`config.mk`:
```
export PLATFORM = sky130hd
export DESIGN_NAME = dffnq_shift_sequencer
export DESIGN_NICKNAME = d
export VERILOG_FILES = /design/src/rtl/dffnq_seq_pkg.sv /design/src/rtl/dffnq_shift_chain.sv /design/src/rtl/dffnq_shift_sequencer.sv
export SDC_FILE = /design/constraint.sdc
export NUM_CORES = 1
export LEC_CHECK = 0
export BUFFER_PORTS_ARGS = -buffer_cell sky130_fd_sc_hd__buf_2
export CAP_MARGIN = 10
export CORE_UTILIZATION = 40
export DETAILED_ROUTE_END_ITERATION = 16
export GPL_TIMING_DRIVEN = 0
export PLACE_DENSITY = 0.61
export SLEW_MARGIN = 0
export SYNTH_ARGS = -nofsm -noshare
export SYNTH_HDL_FRONTEND = slang
export SYNTH_SLANG_ARGS = --single-unit
```
`constraint.sdc`:
```
create_clock -name CLKN -period 1.5 [get_ports CLKN]
set_clock_uncertainty 0.1 [all_clocks]
set_input_delay 0.3 -clock CLKN [delete_from_list [all_inputs] [get_ports CLKN]]
set_output_delay 0.3 -clock CLKN [all_outputs]
set_load 0.02 [all_outputs]
```
`src/rtl/dffnq_seq_pkg.sv`:
```
// dffnq_seq_pkg: shared state encoding and counter sizing for the shift sequencer.
package dffnq_seq_pkg;

   typedef enum logic [1:0] {
      IDLE  = 2'd0,
      SHIFT = 2'd1,
      FIN   = 2'd2
   } state_e;

   function automatic int cnt_w(input int width);
      return $clog2(width + 1);
   endfunction

endpackage

```
`src/rtl/dffnq_shift_chain.sv`:
```
// dffnq_shift_chain: WIDTH-bit falling-edge chain with parallel load and LSB-out shift.
module dffnq_shift_chain #(
   parameter int WIDTH = 8
) (
   input  logic             CLKN,
   input  logic             RST,
   input  logic             load_i,
   input  logic             shift_i,
   input  logic             sin_i,
   input  logic [WIDTH-1:0] pdin_i,
   output logic [WIDTH-1:0] chain_d_o,
   output logic             sout_o
);
   logic [WIDTH-1:0] chain_q, chain_d;

   always_comb chain_d = load_i ? pdin_i : shift_i ? {sin_i, chain_q[WIDTH-1:1]} : chain_q;

   always_ff @(negedge CLKN) chain_q <= RST ? '0 : chain_d;

   assign chain_d_o = chain_d;
   assign sout_o    = chain_q[0];
endmodule

```
`src/rtl/dffnq_shift_sequencer.sv`:
```
// dffnq_shift_sequencer: loads a falling-edge chain, streams it out under valid/ready,
// and captures the WIDTH shifted-in SIN bits on PDOUT with a one-cycle DONE.
module dffnq_shift_sequencer
   import dffnq_seq_pkg::*;
#(
   parameter int WIDTH = 8
) (
   input  logic             CLKN,
   input  logic             RST,
   input  logic             START,
   input  logic [WIDTH-1:0] PDIN,
   input  logic             SIN,
   output logic             SOUT,
   output logic             SOUT_VALID,
   input  logic             SOUT_READY,
   output logic [WIDTH-1:0] PDOUT,
   output logic             DONE,
   output logic             BUSY
);
   localparam int CNT_W = cnt_w(WIDTH);

   state_e           state_q, state_d;
   logic [CNT_W-1:0] count_q, count_d;
   logic [WIDTH-1:0] pdout_q, pdout_d, chain_d;
   logic             load, xfer, last;

   dffnq_shift_chain #(.WIDTH(WIDTH)) u_chain (
      .CLKN      (CLKN),
      .RST       (RST),
      .load_i    (load),
      .shift_i   (xfer),
      .sin_i     (SIN),
      .pdin_i    (PDIN),
      .chain_d_o (chain_d),
      .sout_o    (SOUT)
   );

   // PDOUT captures the chain's next value so the final SIN bit is included at FIN entry.
   always_comb begin
      load    = (state_q == IDLE) && START;
      xfer    = (state_q == SHIFT) && SOUT_READY;
      last    = xfer && (count_q == CNT_W'(WIDTH - 1));
      count_d = load ? '0 : xfer ? count_q + CNT_W'(1) : count_q;
      pdout_d = last ? chain_d : pdout_q;
      state_d = load ? SHIFT : last ? FIN : (state_q == SHIFT) ? SHIFT : IDLE;
   end

   always_ff @(negedge CLKN) begin
      if (RST) begin
         state_q <= IDLE;
         count_q <= '0;
         pdout_q <= '0;
      end else begin
         state_q <= state_d;
         count_q <= count_d;
         pdout_q <= pdout_d;
      end
   end

   assign SOUT_VALID = (state_q == SHIFT);
   assign DONE       = (state_q == FIN);
   assign BUSY       = (state_q != IDLE);
   assign PDOUT      = pdout_q;
endmodule
```
After elaboration in Yosys (flattened, before gate mapping)
Cells that the tools add are included.
{"block": "classes", "add_sub_neg": 1, "n_eq_ne": 3, "muxes": 5, "n_reduce_logical": 6}
{"operator": "$mux 8", "count": 2}
{"operator": "$add 4x1->4 const B", "count": 1}
{"operator": "$eq 4x3->1 const B", "count": 1}
{"operator": "$logic_and 1x1->1", "count": 3}
{"operator": "$eq 2x1->1 const B", "count": 1}
{"operator": "$eq 2x2->1 const B", "count": 1}
{"operator": "$logic_not 2->1", "count": 1}
{"operator": "$mux 1", "count": 2}
{"operator": "$mux 2", "count": 1}
{"operator": "$reduce_bool 2->1", "count": 1}
{"operator": "$reduce_or 2->1", "count": 1}
{"block": "totals", "register_bits": 22, "input_bits": 13, "output_inout_bits": 12, "elab_cells": 20}

Depth between registers and ports, before layout
Gate-level depths: netlist of run 1.
{"block": "depth", "depth_word": 5, "mapped_depth": 5, "ltp_nobuf": 4}

By module
A second synthesis of run 1 with hierarchy kept.
{"block": "hier_totals", "cells_unflattened": 110, "area_unflattened_um2": 1086.0}
{"mod": "dffnq_shift_sequencer", "instances": 1, "cells_each": 65, "area_per_inst_um2": 651.9, "seq_area_each_um2": 280.3}
{"mod": "dffnq_shift_chain", "instances": 1, "cells_each": 45, "area_per_inst_um2": 434.2, "seq_area_each_um2": 160.2}

==> metrics.cfg, run 1 <==
[status]
outcome = finished with violations
violations = negative setup slack

[critical_path]
crit_type = reg2out
cp.required_ns = 1.10
reg2reg_depth = 5
crit_start = state_q[0]
rr_endpoint = PDOUT[1]
cp_max_fo = 4
crit_path_end_kind = output pin
startpoint_type = flop
rrSetupSlack_ns = -0.15
cp.arrival_ns = 2.05
r2r-start = count_q[0]
crit_end = BUSY

[placement]
place_worst_setup_slack_ns = -0.737
place_congestion = 0.727
port_buffers = 24
hpwl_mm = 1.82

[power_and_ir_drop]
p_leak_nw = 0.804
finalPower_mw = 1.51
peakVddDrop_uv = 696
powerDensity_nw_per_um2 = 818

[die]
row_count = 17
die_h_microns = 52.6
initial_utilization = 0.442
core_sq_um = 2320
pin_count = 25
die_w_microns = 52.6
dieArea_sq_um = 2770

[synthesis]
netlist_instances = 112
ys_ff_latch = 22
syn-num-nets = 126
synth.most_common_cell = dfxtp_1
yosysWarnings = 0
ys_seq_area_frac = 0.430
synth-edff-count = 0
yosysTopAreaCell = dfxtp_1
synth_ff_type = dfxtp_1
synth_cell_types = 33
synth_area_leaders = dfxtp_1, o221ai_1, nor3_1, or4bb_1, o22ai_1
synth_top_area_frac = 0.430
synth_commonest_cells = dfxtp_1, nor3_1, nor2_1
synth-async-reset-ratio = 0
synthesis.area_sq_um = 1020
syn_area_per_cell_sq_um = 9.15

[global_route]
grt_pass1_vias = 1084
grt_pass1_wl_mm = 4.97
grtUsageTotal = 0.255
grt_max_degree = 14
antenna_found_initial = 0
grt-ovfl-total = 0

[layout]
antenna_cells = 0
final_core_util = 0.795
area_growth_pct = 80.0
nets = 188
final_layout_size_suffix_gt1_frac = 0.578

[route]
routedWlPerCell_microns = 15.9
dr.pass1.iters = 4
vias = 1108
final_antenna_net_count = 0
routed_via_density = 5.51
wl_mm = 3.19
drc = 0
drt_iter0_drc = 19

[timing]
tns_ns = -10.64
max_slew_margin = 0.763
setup_viol = 34
fin_hold_ws_ns = 0.407
rsz0062_at_grt = true
fin_ws_ns = -0.946
hold_viol_final = 0
drv_slew = 0
tightest_slew_ns = 0.354

[clock_tree]
holdBufCountCts = 0
numCtsBuffers = 3
cts_tree = done
insertion_delay_ns = 0.40
cts_root_buf = clkbuf_4
clock_sinks = 22
clock_path_buffers = 2
clk_pin_slew_worst_paths_ns = 0.05
cts_htree_levels = 1

[worst_hold_path]
min_from = PDOUT[4]
hold_path.class = reg2reg

[job]
cap_violations = 0

[state kept, by name, indices dropped and copies added, names as in the netlist]
signal           cells
PDOUT                8
u_chain.chain_q      8
count_q              4
state_q              2
[what timing repair did]
item,in CTS,in global routing
gates cloned,2,0
setup buffers,11,0
gates resized for setup,67,11
endpoints found under the setup margin,34,34
pin swaps,10,5
[power breakdown]
part,internal (mW),switching (mW),leakage (nW),total (mW)
combinational,0.180,0.168,0.481,0.348
clock,0.179,0.360,0.135,0.539
sequential,0.599,0.0220,0.188,0.621
[cells in the final DEF (no fill, tap or decap), types with 2 or more instances in the layout]
cell and instances:
or3b_1 2, o21ai_0 2, clkbuf_4 3, buf_2 9, buf_8 4, or3b_4 3
inv_1 24, dfxtp_4 9, nor2b_4 2, nand2_1 8, dfxtp_1 11, o221ai_4 2
or4bb_1 4, nand2b_1 4, o22ai_2 6, buf_4 8, o221ai_2 6, nor3_1 9
nor3_2 2, buf_12 2, or3_4 2, nor2_2 2, nor2_4 7, buf_6 18
dfxtp_2 2
[routing by layer]
metal | global-route usage | routed length (microns) | up-vias
li1 | - | - | 537
met1 | 0.295 | 1370 | 532
met2 | 0.439 | 1660 | 33
met3 | 0.0696 | 130 | 6
met4 | 0.0965 | 36 | 0
met5 | 0 | 0 | -
[layout make-up]
class                           instances  area [sq um]
Buffer                                  7           100
Clock buffer                            3          22.5
Clock inverter                         23          88.8
Fill cell                             168           474
Inverter                                3          11.3
Multi-Input combinational cell         78           758
Sequential cell                        22           477
Tap cell                               28          35.0
Timing Repair Buffer                   37           352
[logic make-up (layout without fill, tap and decap cells)]
logic type / Yosys count / in the layout / share of synthesized area
AOI/OAI and AO/OA: 21 / 21 / 0.155
DFF: 22 / 22 / 0.430
muxes: 1 / 1 / 0.00977
and+or+nand+nor: 53 / 53 / 0.317
xor gates and xnor gates: 2 / 2 / 0.0171
adders and majority gates: 1 / 1 / 0.0122
buffers and inverters: 12 / 73 / 0.0586
[worst min-delay path by stage]
stage	endpoint	cells past startpoint	slack [ns]
6_report	PDOUT[4]	2	0.41
5_1_grt	PDOUT[4]	2	0.42
4_1_cts	PDOUT[4]	2	0.41
3_5_place_dp	PDOUT[1]	2	0.39
3_3_place_gp	count_q[3]	2	0.38
2_1_floorplan	count_q[3]	2	0.36
[metrics by stage]
| step | std cells | area (sq um) |
|---|---|---|
| 3_3_place_gp | 164 | 1320 |
| 4_1_cts | 201 | 1790 |
| 5_1_grt | 201 | 1840 |
| 6_report | 201 | 1840 |
| 2_1_floorplan | 112 | 1170 |
| 3_5_place_dp | 164 | 1320 |
[worst max-delay path: stages (launching register included)]
cell and delay [ns]:
dfxtp_2 0.32, buf_6 0.11, buf_8 0.12, or2_4 0.23, buf_6 0.13
(Power assumes the default switching activity.)
==> run 2, diff against run 1 <==
Settings changed: MAX_ROUTING_LAYER from default to met4.
==> run 2 against run 1 <==
  * The flow still finishes with violations (negative setup slack)
  * Clock-buffer cell count unchanged
  * First-iteration DRC count decreased by 26%
  * Hold slack got worse by 0.00064 ns
==> metrics.cfg, run 2 (synthesized netlist as in run 1, its figures left out) <==
[status]
outcome = finished with violations
violations = negative setup slack

[critical_path]
rrSetupSlack_ns = -0.15
crit_type = reg2out
reg2reg_depth = 5
cp.required_ns = 1.10
cp_max_fo = 4
cp.arrival_ns = 2.05
r2r-start = count_q[0]
crit_path_end_kind = output pin
rr_endpoint = PDOUT[1]
startpoint_type = flop

[global_route]
grt_pass1_wl_mm = 4.98
grtUsageTotal = 0.262
busiest_layer = met2
grt-ovfl-total = 0
antenna_found_initial = 0
grt_util_met2 = 0.437
use_met3 = 0.0696
grt_pass1_vias = 1090
use_met1 = 0.297
grt_max_degree = 14

[layout]
stdcell_count = 201
area_growth_pct = 80.0
final_common_cell = inv_1
fill_cells = 168
nets = 188
antenna_cells = 0
final_cell_mix = inv_1, buf_6, dfxtp_1
final_layout_size_suffix_gt1_frac = 0.578

[die]
dieArea_sq_um = 2770
core_sq_um = 2320
row_count = 17
die_w_microns = 52.6
die_h_microns = 52.6
initial_utilization = 0.442
pin_count = 25

[clock_tree]
insertion_delay_ns = 0.41
cts_root_buf = clkbuf_4
cts_tree = done
clk_pin_slew_worst_paths_ns = 0.05
cts_htree_levels = 1
clock_path_buffers = 2
numCtsBuffers = 3
clock_sinks = 22

[route]
final_antenna_net_count = 0
routedWlPerCell_microns = 16.1
vias = 1106
drt_iter0_drc = 14
drc = 0
routed_via_density = 5.50
dr.pass1.iters = 6
wl_mm = 3.23

[placement]
hpwl_mm = 1.82
port_buffers = 24
place_inst = 164
place_congestion = 0.736

[timing]
setup_viol = 34
rsz0062_at_grt = true
tightest_slew_ns = 0.361
drv_slew = 0
max_slew_margin = 0.759
fin_ws_ns = -0.947
hold_viol_final = 0

[job]
cap_violations = 0

[worst_hold_path]
min_from = PDOUT[4]
hold_depth = 2
hold_path.class = reg2reg
whs_endpoint = PDOUT[4]

[power_and_ir_drop]
powerDensity_nw_per_um2 = 819
peakVddDrop_uv = 695
p_leak_nw = 0.804
finalPower_mw = 1.51

## run 2: cell counts in the layout (fill, tap and decap cells not counted)
No cell type changed its count.
## run 2: per-stage QoR
stage / util / hold WS [ns] / setup WS, ns / area [sq um] / TNS, ns
floorplan: - / 0.359 / -0.475 / 1170 / -9.47
global placement: 0.570 / 0.381 / -0.712 / 1320 / -16.48
detailed placement: 0.570 / 0.389 / -0.737 / 1320 / -16.75
CTS: 0.772 / 0.410 / -0.960 / 1790 / -10.25
global route: 0.795 / 0.422 / -0.995 / 1840 / -11.22
finish: 0.795 / 0.407 / -0.947 / 1840 / -10.64
## run 2: final cells by class
class | count | area [sq um] | area share
flip-flops and latches | 22 | 477 | 0.258
multi-input cells | 78 | 758 | 0.411
well taps | 28 | 35.0 | 0.0190
clock inverters | 23 | 88.8 | 0.0482
repair buffers | 37 | 352 | 0.191
plain buffers | 7 | 100 | 0.0543
clock buffers | 3 | 22.5 | 0.0122
inverters | 3 | 11.3 | 0.00611
## run 2: critical path: stages, from the launching register on
cell,delay (ns)
dfxtp_2,0.32
buf_6,0.11
buf_8,0.12
or2_4,0.23
buf_6,0.13
## run 2: how the worst max path moves through the flow
stage,from,endpoint,slack [ns],depth (start not counted)
detailed placement,SOUT_READY,PDOUT[0],-0.74,4
CTS,state_q[0],BUSY,-0.96,4
global placement,SOUT_READY,PDOUT[3],-0.71,4
global route,state_q[0],BUSY,-0.99,4
finish,state_q[0],BUSY,-0.95,4
floorplan,state_q[0],BUSY,-0.48,3
## run 2: where the power goes
| part | switching (mW) | internal, mW |
|---|---|---|
| logic | 0.169 | 0.180 |
| clock network | 0.361 | 0.179 |
| registers | 0.0220 | 0.599 |
| total | 0.552 | 0.959 |
## run 2: what timing repair did
item / in CTS / in global routing
setup endpoints to repair: 34 / 34
setup buffers: 11 / 0
resized for setup: 67 / 11
gates cloned: 2 / 0
hold buffers: 0 / 0
pin swaps: 10 / 5
## run 2: metal layers
metal	routed length, microns	share of wire
met5	0	0
met4	38	0.012
met3	141	0.044
met2	1680	0.52
met1	1370	0.42
